[src/rtl/qspi_pkg.sv]
// Shared types and default sizing for the QSPI cache line-refill engine.
// The FSM state type is exported so the top can publish it on a debug port.
package qspi_pkg;

  typedef enum logic [1:0] {
    IDLE  = 2'd0,
    ISSUE = 2'd1,
    WAIT  = 2'd2,
    DONE  = 2'd3
  } fill_state_t;

  localparam int DEF_LINE_WORDS = 4;
  localparam int DEF_TIMEOUT    = 255;
  localparam int DEF_ADDR_W     = 24;

endpackage

[src/rtl/qspi_line_fill_wdog.sv]
// Per-word watchdog: loadable up-counter that saturates at TIMEOUT and
// flags expiry while the count equals TIMEOUT.
module fill_wdog
  import qspi_pkg::*;
#(
  parameter int TIMEOUT = DEF_TIMEOUT,
  localparam int CW     = $clog2(TIMEOUT + 1)
) (
  input  logic          clk,
  input  logic          rst_n,
  input  logic          clear,
  input  logic          load,
  input  logic [CW-1:0] load_val,
  input  logic          enable,
  output logic          expired
);

  localparam logic [CW-1:0] LIMIT = CW'(TIMEOUT);

  logic [CW-1:0] count_q;

  // Priority: clear, then load, then count; counting stops at the limit.
  always_ff @(posedge clk or negedge rst_n) begin
    if (!rst_n) begin
      count_q <= '0;
    end else if (clear) begin
      count_q <= '0;
    end else if (load) begin
      count_q <= load_val;
    end else if (enable && (count_q != LIMIT)) begin
      count_q <= count_q + CW'(1);
    end
  end

  assign expired = (count_q == LIMIT);

endmodule

[src/rtl/qspi_line_fill.sv]
// Cache line-refill engine: fetches a line one QSPI word at a time, critical
// word first, with an early critical-word bypass and a per-word watchdog.
module qspi_line_fill
  import qspi_pkg::*;
#(
  parameter int LINE_WORDS = DEF_LINE_WORDS,
  parameter int TIMEOUT    = DEF_TIMEOUT,
  parameter int ADDR_W     = DEF_ADDR_W
) (
  input  logic                     clk,
  input  logic                     rst_n,
  input  logic                     req_valid,
  output logic                     req_ready,
  input  logic [ADDR_W-1:0]        req_addr,
  output logic [ADDR_W-1:0]        qspi_addr,
  output logic                     qspi_read_en,
  input  logic                     qspi_rready,
  input  logic [31:0]              qspi_dout,
  input  logic                     qspi_dval,
  output logic                     crit_valid,
  output logic [31:0]              crit_data,
  output logic                     fill_valid,
  input  logic                     fill_ready,
  output logic [ADDR_W-1:0]        fill_addr,
  output logic [32*LINE_WORDS-1:0] fill_data,
  output logic                     fill_err,
  output fill_state_t              dbg_state
);

  localparam int W  = $clog2(LINE_WORDS);
  localparam int TW = ADDR_W - W - 2;
  localparam int CW = $clog2(TIMEOUT + 1);

  // Handshakes: a transfer happens on a rising edge where valid and ready are
  // both high; valid never depends on ready, and once raised it holds with
  // stable payload until the transfer. qspi_read_en is the valid side of the
  // read launch and fires only in a cycle where qspi_rready is high.

  fill_state_t   state_q, state_d;
  logic [TW-1:0] tag_q;
  logic [W-1:0]  start_q;
  logic [W-1:0]  k_q;
  logic [W-1:0]  idx;
  logic [W-1:0]  next_idx;
  logic [ADDR_W-1:0] qspi_addr_q;
  logic [31:0]   line_q [LINE_WORDS];
  logic          crit_valid_q;
  logic [31:0]   crit_data_q;
  logic          err_q;

  logic accept;
  logic launch;
  logic take;
  logic timeout;
  logic wd_expired;

  logic unused_addr_lsbs;
  assign unused_addr_lsbs = ^req_addr[1:0];

  // Word k of the fill lands at (start + k) mod LINE_WORDS via W-bit wrap.
  assign idx      = start_q + k_q;
  assign next_idx = idx + W'(1);

  always_comb begin
    state_d = state_q;
    accept  = 1'b0;
    launch  = 1'b0;
    take    = 1'b0;
    timeout = 1'b0;
    case (state_q)
      IDLE: begin
        if (req_valid) begin
          accept  = 1'b1;
          state_d = ISSUE;
        end
      end
      ISSUE: begin
        if (qspi_rready) begin
          launch  = 1'b1;
          state_d = WAIT;
        end
      end
      WAIT: begin
        // A data beat arriving on the expiry cycle still counts.
        if (qspi_dval) begin
          take    = 1'b1;
          state_d = (k_q == '1) ? DONE : ISSUE;
        end else if (wd_expired) begin
          timeout = 1'b1;
          state_d = DONE;
        end
      end
      DONE: begin
        if (fill_ready) begin
          state_d = IDLE;
        end
      end
      default: state_d = IDLE;
    endcase
  end

  always_ff @(posedge clk or negedge rst_n) begin
    if (!rst_n) begin
      state_q <= IDLE;
    end else begin
      state_q <= state_d;
    end
  end

  always_ff @(posedge clk or negedge rst_n) begin
    if (!rst_n) begin
      tag_q        <= '0;
      start_q      <= '0;
      k_q          <= '0;
      qspi_addr_q  <= '0;
      crit_valid_q <= 1'b0;
      crit_data_q  <= '0;
      err_q        <= 1'b0;
      for (int i = 0; i < LINE_WORDS; i++) begin
        line_q[i] <= '0;
      end
    end else begin
      crit_valid_q <= 1'b0;
      if (accept) begin
        tag_q       <= req_addr[ADDR_W-1:W+2];
        start_q     <= req_addr[W+1:2];
        k_q         <= '0;
        err_q       <= 1'b0;
        qspi_addr_q <= {req_addr[ADDR_W-1:2], 2'b00};
      end
      if (take) begin
        line_q[idx] <= qspi_dout;
        if (k_q == '0) begin
          crit_valid_q <= 1'b1;
          crit_data_q  <= qspi_dout;
        end
        if (k_q != '1) begin
          k_q         <= k_q + W'(1);
          qspi_addr_q <= {tag_q, next_idx, 2'b00};
        end
      end
      if (timeout) begin
        err_q <= 1'b1;
      end
    end
  end

  // The launch cycle counts as the first waiting cycle, so WAIT lasts at most
  // TIMEOUT cycles before the line is closed with an error.
  fill_wdog #(
    .TIMEOUT (TIMEOUT)
  ) u_wdog (
    .clk      (clk),
    .rst_n    (rst_n),
    .clear    (state_q == IDLE),
    .load     (launch),
    .load_val (CW'(1)),
    .enable   (state_q == WAIT),
    .expired  (wd_expired)
  );

  assign req_ready    = (state_q == IDLE);
  assign qspi_read_en = launch;
  assign qspi_addr    = qspi_addr_q;
  assign crit_valid   = crit_valid_q;
  assign crit_data    = crit_data_q;
  assign fill_valid   = (state_q == DONE);
  assign fill_addr    = {tag_q, {(W + 2){1'b0}}};
  assign fill_err     = err_q;
  assign dbg_state    = state_q;

  for (genvar i = 0; i < LINE_WORDS; i++) begin : g_pack
    assign fill_data[32*i +: 32] = line_q[i];
  end

  a_launch_needs_ready: assert property (
    @(posedge clk) disable iff (!rst_n) qspi_read_en |-> qspi_rready);

  a_fill_held: assert property (
    @(posedge clk) disable iff (!rst_n)
    (fill_valid && !fill_ready) |=> (fill_valid && $stable(fill_data) && $stable(fill_err)));

endmodule

[config.mk]
export PLATFORM = sky130hd
export DESIGN_NAME = qspi_line_fill
export DESIGN_NICKNAME = d
export VERILOG_FILES = /design/src/rtl/qspi_pkg.sv /design/src/rtl/qspi_line_fill_wdog.sv /design/src/rtl/qspi_line_fill.sv
export SDC_FILE = /design/constraint.sdc
export NUM_CORES = 1
export LEC_CHECK = 0
export BUFFER_PORTS_ARGS = -buffer_cell sky130_fd_sc_hd__buf_2
export CELL_PAD_IN_SITES_DETAIL_PLACEMENT = 0
export CELL_PAD_IN_SITES_GLOBAL_PLACEMENT = 1
export CORE_UTILIZATION = 37
export DETAILED_ROUTE_END_ITERATION = 8
export GPL_ROUTABILITY_DRIVEN = 0
export PLACE_DENSITY_LB_ADDON = 0.1
export SYNTH_ARGS = -nofsm -noshare
export SYNTH_HDL_FRONTEND = slang
export SYNTH_SLANG_ARGS = --single-unit
[constraint.sdc]
create_clock -name clk -period 2.3 [get_ports clk]
set_input_delay 0.345 -clock clk [delete_from_list [all_inputs] [get_ports clk]]
set_output_delay 0.345 -clock clk [all_outputs]
set_load 0.01 [all_outputs]
==> results.txt, run 1 <==
status -> complete, no violations
IO Pins -> 277
Rel. slew slack -> 46.6%
largest family of logic cells by synthesized area -> multiplexers
Layout area overhead -> 31.5%
Setup crit end kind -> flop
I/O Buffers -> 270
setup total negative slack -> 0 ns
most frequent cells in the layout -> buf_2, dfrtp_1, mux2_2
DRC -> 0
dpl hpwl -> 14.9 mm
Seq/Total Area, Yosys -> 62.8%
EDFF count, synth -> 0
total track usage -> 18.0%
Layout Nets -> 919
pwr dens -> 1440 nW/um^2
Synth Area in Compound Gates -> 5.48%
CTS Hold Bufs -> 1
met3 Usage GRT -> 6.06%
WL/cell -> 18.3 um
share of layout cells above drive strength 1 -> 59.7%
Synth Instances -> 563
starting density of the core -> 38.2%
first-pass GRT wire length -> 34.4 mm
post-synthesis xor/xnor area fraction -> 0.357%
max cap viols -> 0
Die W -> 156 um
crit path max-delay cell type -> or4b_2
Setup CP Type -> flop to flop
crit share post-route -> 95.3%
global route overflow -> 0
skew final -> 0.00829 ns
ant diodes -> 0
commonest non-fill, non-tap cell in the layout -> buf_2
worst path cell trace -> ha_1, xnor3_1, or4b_2, buf_12, mux2_4
initial antenna violation count -> 1
Slew Limit Fails -> 0
via/cell ratio -> 4.84
ys async rst share -> 100%
Root Driver -> clkbuf_16
register bit count reported by yosys -> 220
Final Core Density -> 50.3%
warning count from the yosys run -> 0
met2 Track Usage GR -> 29.5%
Worst setup SP type -> flop
Num CTS Buffers -> 25
RSZ-0062 raised after global routing -> no
area post-placement -> 10700 um^2
CP peak stage delay -> 0.74 ns
die height -> 156 um
post-route cell area -> 11500 um^2
Final Setup Violations -> 0
Core Area -> 22900 um^2
worst slew pin tran -> 0.798 ns
count of unique library cells instantiated by Yosys -> 47
Post-Synth Simple-Gate Area -> 3.01%
maximum achievable frequency -> 0.456 GHz
Leakage Power -> 5.98 nW
Clock Path Buffers -> 3
die area -> 24300 um^2
Cell Area, Synth -> 8760 um^2
CTS tree -> built
CTS H-Tree Depth -> 1
Detailed Route WL -> 21.6 mm
Worst-path clk slew -> 0.06 ns
Clock Latency Late Sink -> 0.51 ns
Final min period -> 2.19 ns
Top FF cell, synth -> dfrtp_1
adder-cell share of the synthesized area -> 0.571%
post-cts resize count -> 0
Final ANT Viol Nets -> 0
mean post-synth cell area -> 15.6 um^2
GR peak layer -> met2
Final Hold Viols -> 0
post-CTS setup buffers -> 0
vias in the first global route -> 6134
largest net degree at the start of global routing -> 63
M1 GR Usage -> 22.8%
post-synthesis mux area share -> 25.3%
DRT Pass-1 Iters -> 4
worst-path maximum fanout -> 16
via count -> 5720
initial DRC count -> 176
Sink Count -> 220
Worst EP arrival -> 2.58 ns
HP Class -> input pin to flop
Required @ worst endpoint -> 2.69 ns
VDD IR-drop max -> 0.695 mV
Rows -> 55
per-stage QoR:
| stage | std cells | setup WS, ns | hold slack [ns] | total power, mW |
|---|---|---|---|---|
| detailed placement | 1138 | 0.115 | 0.380 | 12.8 |
| finish | 1183 | 0.108 | 0.0778 | 16.6 |
| global route | 1183 | 0.0192 | 0.0625 | 17.7 |
| CTS | 1183 | 0.0834 | 0.0521 | 16.9 |
| floorplan | 566 | 0.307 | 0.0494 | 9.93 |
| global placement | 1138 | 0.119 | 0.374 | 12.6 |
path summary, 6_finish.rpt:
kind	start	slack, ns	depth (start not counted)	endpoint
worst max register to register	start_q[0]	0.11	5	fill_data[65]
worst min-delay path	req_addr[20]	0.08	2	tag_q[16]
min in group asynchronous	rst_n	0.38	2	crit_data[25]
worst min register to register	qspi_addr[21]	0.47	1	qspi_addr[21]
max in group asynchronous	rst_n	1.20	3	fill_data[4]
worst max-delay path	start_q[0]	0.11	5	fill_data[65]
routing by layer:
layer  vias up  wire, um  share of wire, %
li1       2601         -                 -
met1      2889      9140                42
met2       201     10100                47
met3        29      2010               9.3
met4         0       342               1.6
met5         -         0                 0
synth_stat cells, types with 4 or more instances:
library cell	number	share of area, %
and2_1	6	0.43
ha_1	4	0.57
nor2b_1	5	0.36
nand2_1	6	0.26
a22o_1	21	2.1
nor2_1	5	0.21
inv_1	8	0.34
mux2_2	150	19
buf_4	4	0.34
mux2i_1	4	0.46
o21ai_0	6	0.34
dfrtp_1	220	63
a21o_1	20	1.7
buf_2	10	0.57
mux2_4	30	5.1
clkbuf_1	19	0.81
worst max-delay path, delay by kind of cell, from the launching register on:
| family | cells | cell delay (ns) |
|---|---|---|
| XOR/XNOR | 1 | 0.19 |
| adder cells (fa/ha/maj) | 1 | 0.20 |
| buffers and inverters | 1 | 0.23 |
| flip-flops | 1 | 0.38 |
| multiplexers | 1 | 0.31 |
| AND/OR/NAND/NOR | 1 | 0.74 |
report_power, final:
group | internal [mW] | switching, mW
Combinational | 3.21 | 2.92
Sequential | 5.59 | 0.904
Clock | 2.49 | 1.51
Total | 11.3 | 5.34
cell type report:
| cell class | instances | area [um^2] |
|---|---|---|
| fillers | 1992 | 11400 |
| inverters | 8 | 30.0 |
| repair buffers | 296 | 1680 |
| multi-input cells | 302 | 3080 |
| flip-flops and latches | 220 | 5510 |
| clock inverters | 7 | 114 |
| clock buffers | 37 | 721 |
| well taps | 313 | 392 |
sequential cells by signal (all words and copies together) (netlist names):
| name | count |
|---|---|
| u_wdog.count_q | 8 |
| start_q | 2 |
| crit_data | 32 |
| fill_data | 128 |
| crit_valid | 1 |
| qspi_addr | 24 |
| fill_err | 1 |
| tag_q | 20 |
| k_q | 2 |
| dbg_state | 2 |
cells by family after synthesis:
logic type               Yosys count
AO/OA/AOI/OAI                     62
XOR/XNOR                           2
adder cells (fa/ha/maj)            4
buffers and inverters             44
flip-flops                       220
multiplexers                     187
other                              1
AND/OR/NAND/NOR                   43
(Power assumes the default switching activity.)
==> run 2: changes to the inputs <==
CELL_PAD_IN_SITES_DETAIL_PLACEMENT = 1   (was 0)
==> results.txt, run 2 (synthesis gave the netlist of run 1 again) <==
FF-to-FF setup slack -> 0.1 ns
crit share post-route -> 95.7%
Switching Share -> 33.0%
status -> complete, no violations
Worst setup SP type -> flop
Worst EP arrival -> 2.58 ns
I/O Buffers -> 270
net switching power -> 5.40 mW
die area -> 24300 um^2
max cap viols -> 0
VDD IR-drop max -> 0.645 mV
largest net degree at the start of global routing -> 63
Setup crit end kind -> flop
pwr dens -> 1430 nW/um^2
Final Hold Viols -> 0
Final min period -> 2.20 ns
Leakage Power -> 5.94 nW
maximum achievable frequency -> 0.454 GHz
worst-path maximum fanout -> 16
Core Area -> 22900 um^2
Logic pwr share -> 37.9%
dpl hpwl -> 16.1 mm
reg2reg end -> fill_data[89]
WHS Path Cells -> 2
Rows -> 55
max FFs per register -> 128
Sink Count -> 220
HP Class -> input pin to flop
CTS H-Tree Depth -> 1
setup total negative slack -> 0 ns
Required @ worst endpoint -> 2.68 ns
vias in the first global route -> 6328
Clock Latency Late Sink -> 0.51 ns
worst slew pin tran -> 0.856 ns
share of layout cells above drive strength 1 -> 59.7%
ant diodes -> 0
die height -> 156 um
WHS -> 0.0889 ns
Int Pwr -> 11.0 mW
crit path capture -> fill_data[89]
total track usage -> 19.2%
WL/cell -> 19.4 um
initial DRC count -> 159
Setup CP Type -> flop to flop
commonest non-fill, non-tap cell in the layout -> buf_2
Rel. slew slack -> 42.7%
Worst R2R Path Depth -> 4
most frequent cells in the layout -> buf_2, dfrtp_1, mux2_2
Die W -> 156 um
Fill cells -> 2367
Worst-path clk slew -> 0.06 ns
Layout Nets -> 919
DRC -> 0
Final ANT Viol Nets -> 0
Num CTS Buffers -> 25
CTS tree -> built
skew final -> 0.0129 ns
Clock Path Buffers -> 3
CP startpoint -> k_q[1]
Seq pwr share -> 39.8%
DRT Pass-1 Iters -> 4
Detailed Route WL -> 23.0 mm
starting density of the core -> 38.2%
RSZ-0062 raised after global routing -> no
via count -> 5759
clock power share -> 22.3%
global route overflow -> 0
Layout area overhead -> 30.6%
Root Driver -> clkbuf_16
via/cell ratio -> 4.88
IO Pins -> 277
r2r startpoint -> k_q[1]
Final Core Density -> 50.0%
Slew Limit Fails -> 0
initial antenna violation count -> 0
Final Setup Violations -> 0
first-pass GRT wire length -> 36.6 mm
-- run 2: cell count changes in the layout (fill, tap and decap cells not counted) --
cell,change
clkinv_2,+2
clkinv_4,-1
clkbuf_1,-1
clkbuf_8,+1
bufinv_16,-3
-- run 2: final cells by class --
| class | instances | area, um^2 | area share (%) |
|---|---|---|---|
| repair buffers | 296 | 1680 | 14.7 |
| flip-flops and latches | 220 | 5510 | 48.1 |
| clock inverters | 5 | 25.0 | 0.219 |
| well taps | 313 | 392 | 3.42 |
| inverters | 8 | 30.0 | 0.262 |
| clock buffers | 37 | 731 | 6.38 |
| multi-input cells | 302 | 3080 | 26.9 |
-- run 2: through the flow --
stage / instance area [um^2] / worst slack (ns) / total power, mW / instances
2_1_floorplan: 8770 / 0.307 / 9.93 / 566
3_3_place_gp: 10700 / 0.119 / 12.6 / 1138
3_5_place_dp: 10700 / 0.113 / 12.9 / 1138
4_1_cts: 11400 / 0.0942 / 16.6 / 1181
5_1_grt: 11400 / 0.0340 / 17.4 / 1181
6_report: 11400 / 0.0990 / 16.4 / 1181
-- run 2: how the worst min path moves through the flow --
stage	start	to	slack, ns
2_1_floorplan	rst_n	crit_data[0]	0.05
3_3_place_gp	rst_n	crit_data[25]	0.37
3_5_place_dp	rst_n	fill_data[58]	0.38
4_1_cts	req_addr[6]	tag_q[2]	0.07
5_1_grt	req_addr[2]	start_q[0]	0.08
6_report	req_addr[20]	tag_q[16]	0.09
-- run 2: per-layer routing --
layer | track usage [%] | part of all wire, % | vias up | routed length, um
li1 | - | - | 2583 | -
met2 | 31.7 | 47 | 195 | 10900
met1 | 24.6 | 43 | 2953 | 9840
met5 | 0 | 0 | - | 0
met3 | 5.64 | 8.0 | 28 | 1830
met4 | 4.81 | 1.8 | 0 | 408
-- run 2: power by group through the flow --
stage / registers, mW / clock network [mW] / logic (mW)
finish: 6.53 / 3.65 / 6.21
global route: 6.77 / 3.92 / 6.72
CTS: 6.54 / 3.78 / 6.32
detailed placement: 6.58 / 0 / 6.30
global placement: 6.47 / 0 / 6.13
floorplan: 7.30 / 0 / 2.63
-- run 2: repair_timing --
action                                 in CTS  in global routing
hold buffers                                1                  0
setup endpoints to repair                   0                  0
resized for setup                           0                  0
setup buffers                               0                  0
endpoints found under the hold margin      56                  0
-- run 2: critical path, stage by stage, from the launching register on --
cell	delay, ns
dfrtp_1	0.42
xnor3_1	0.37
or4b_2	0.74
buf_12	0.23
mux2_4	0.31
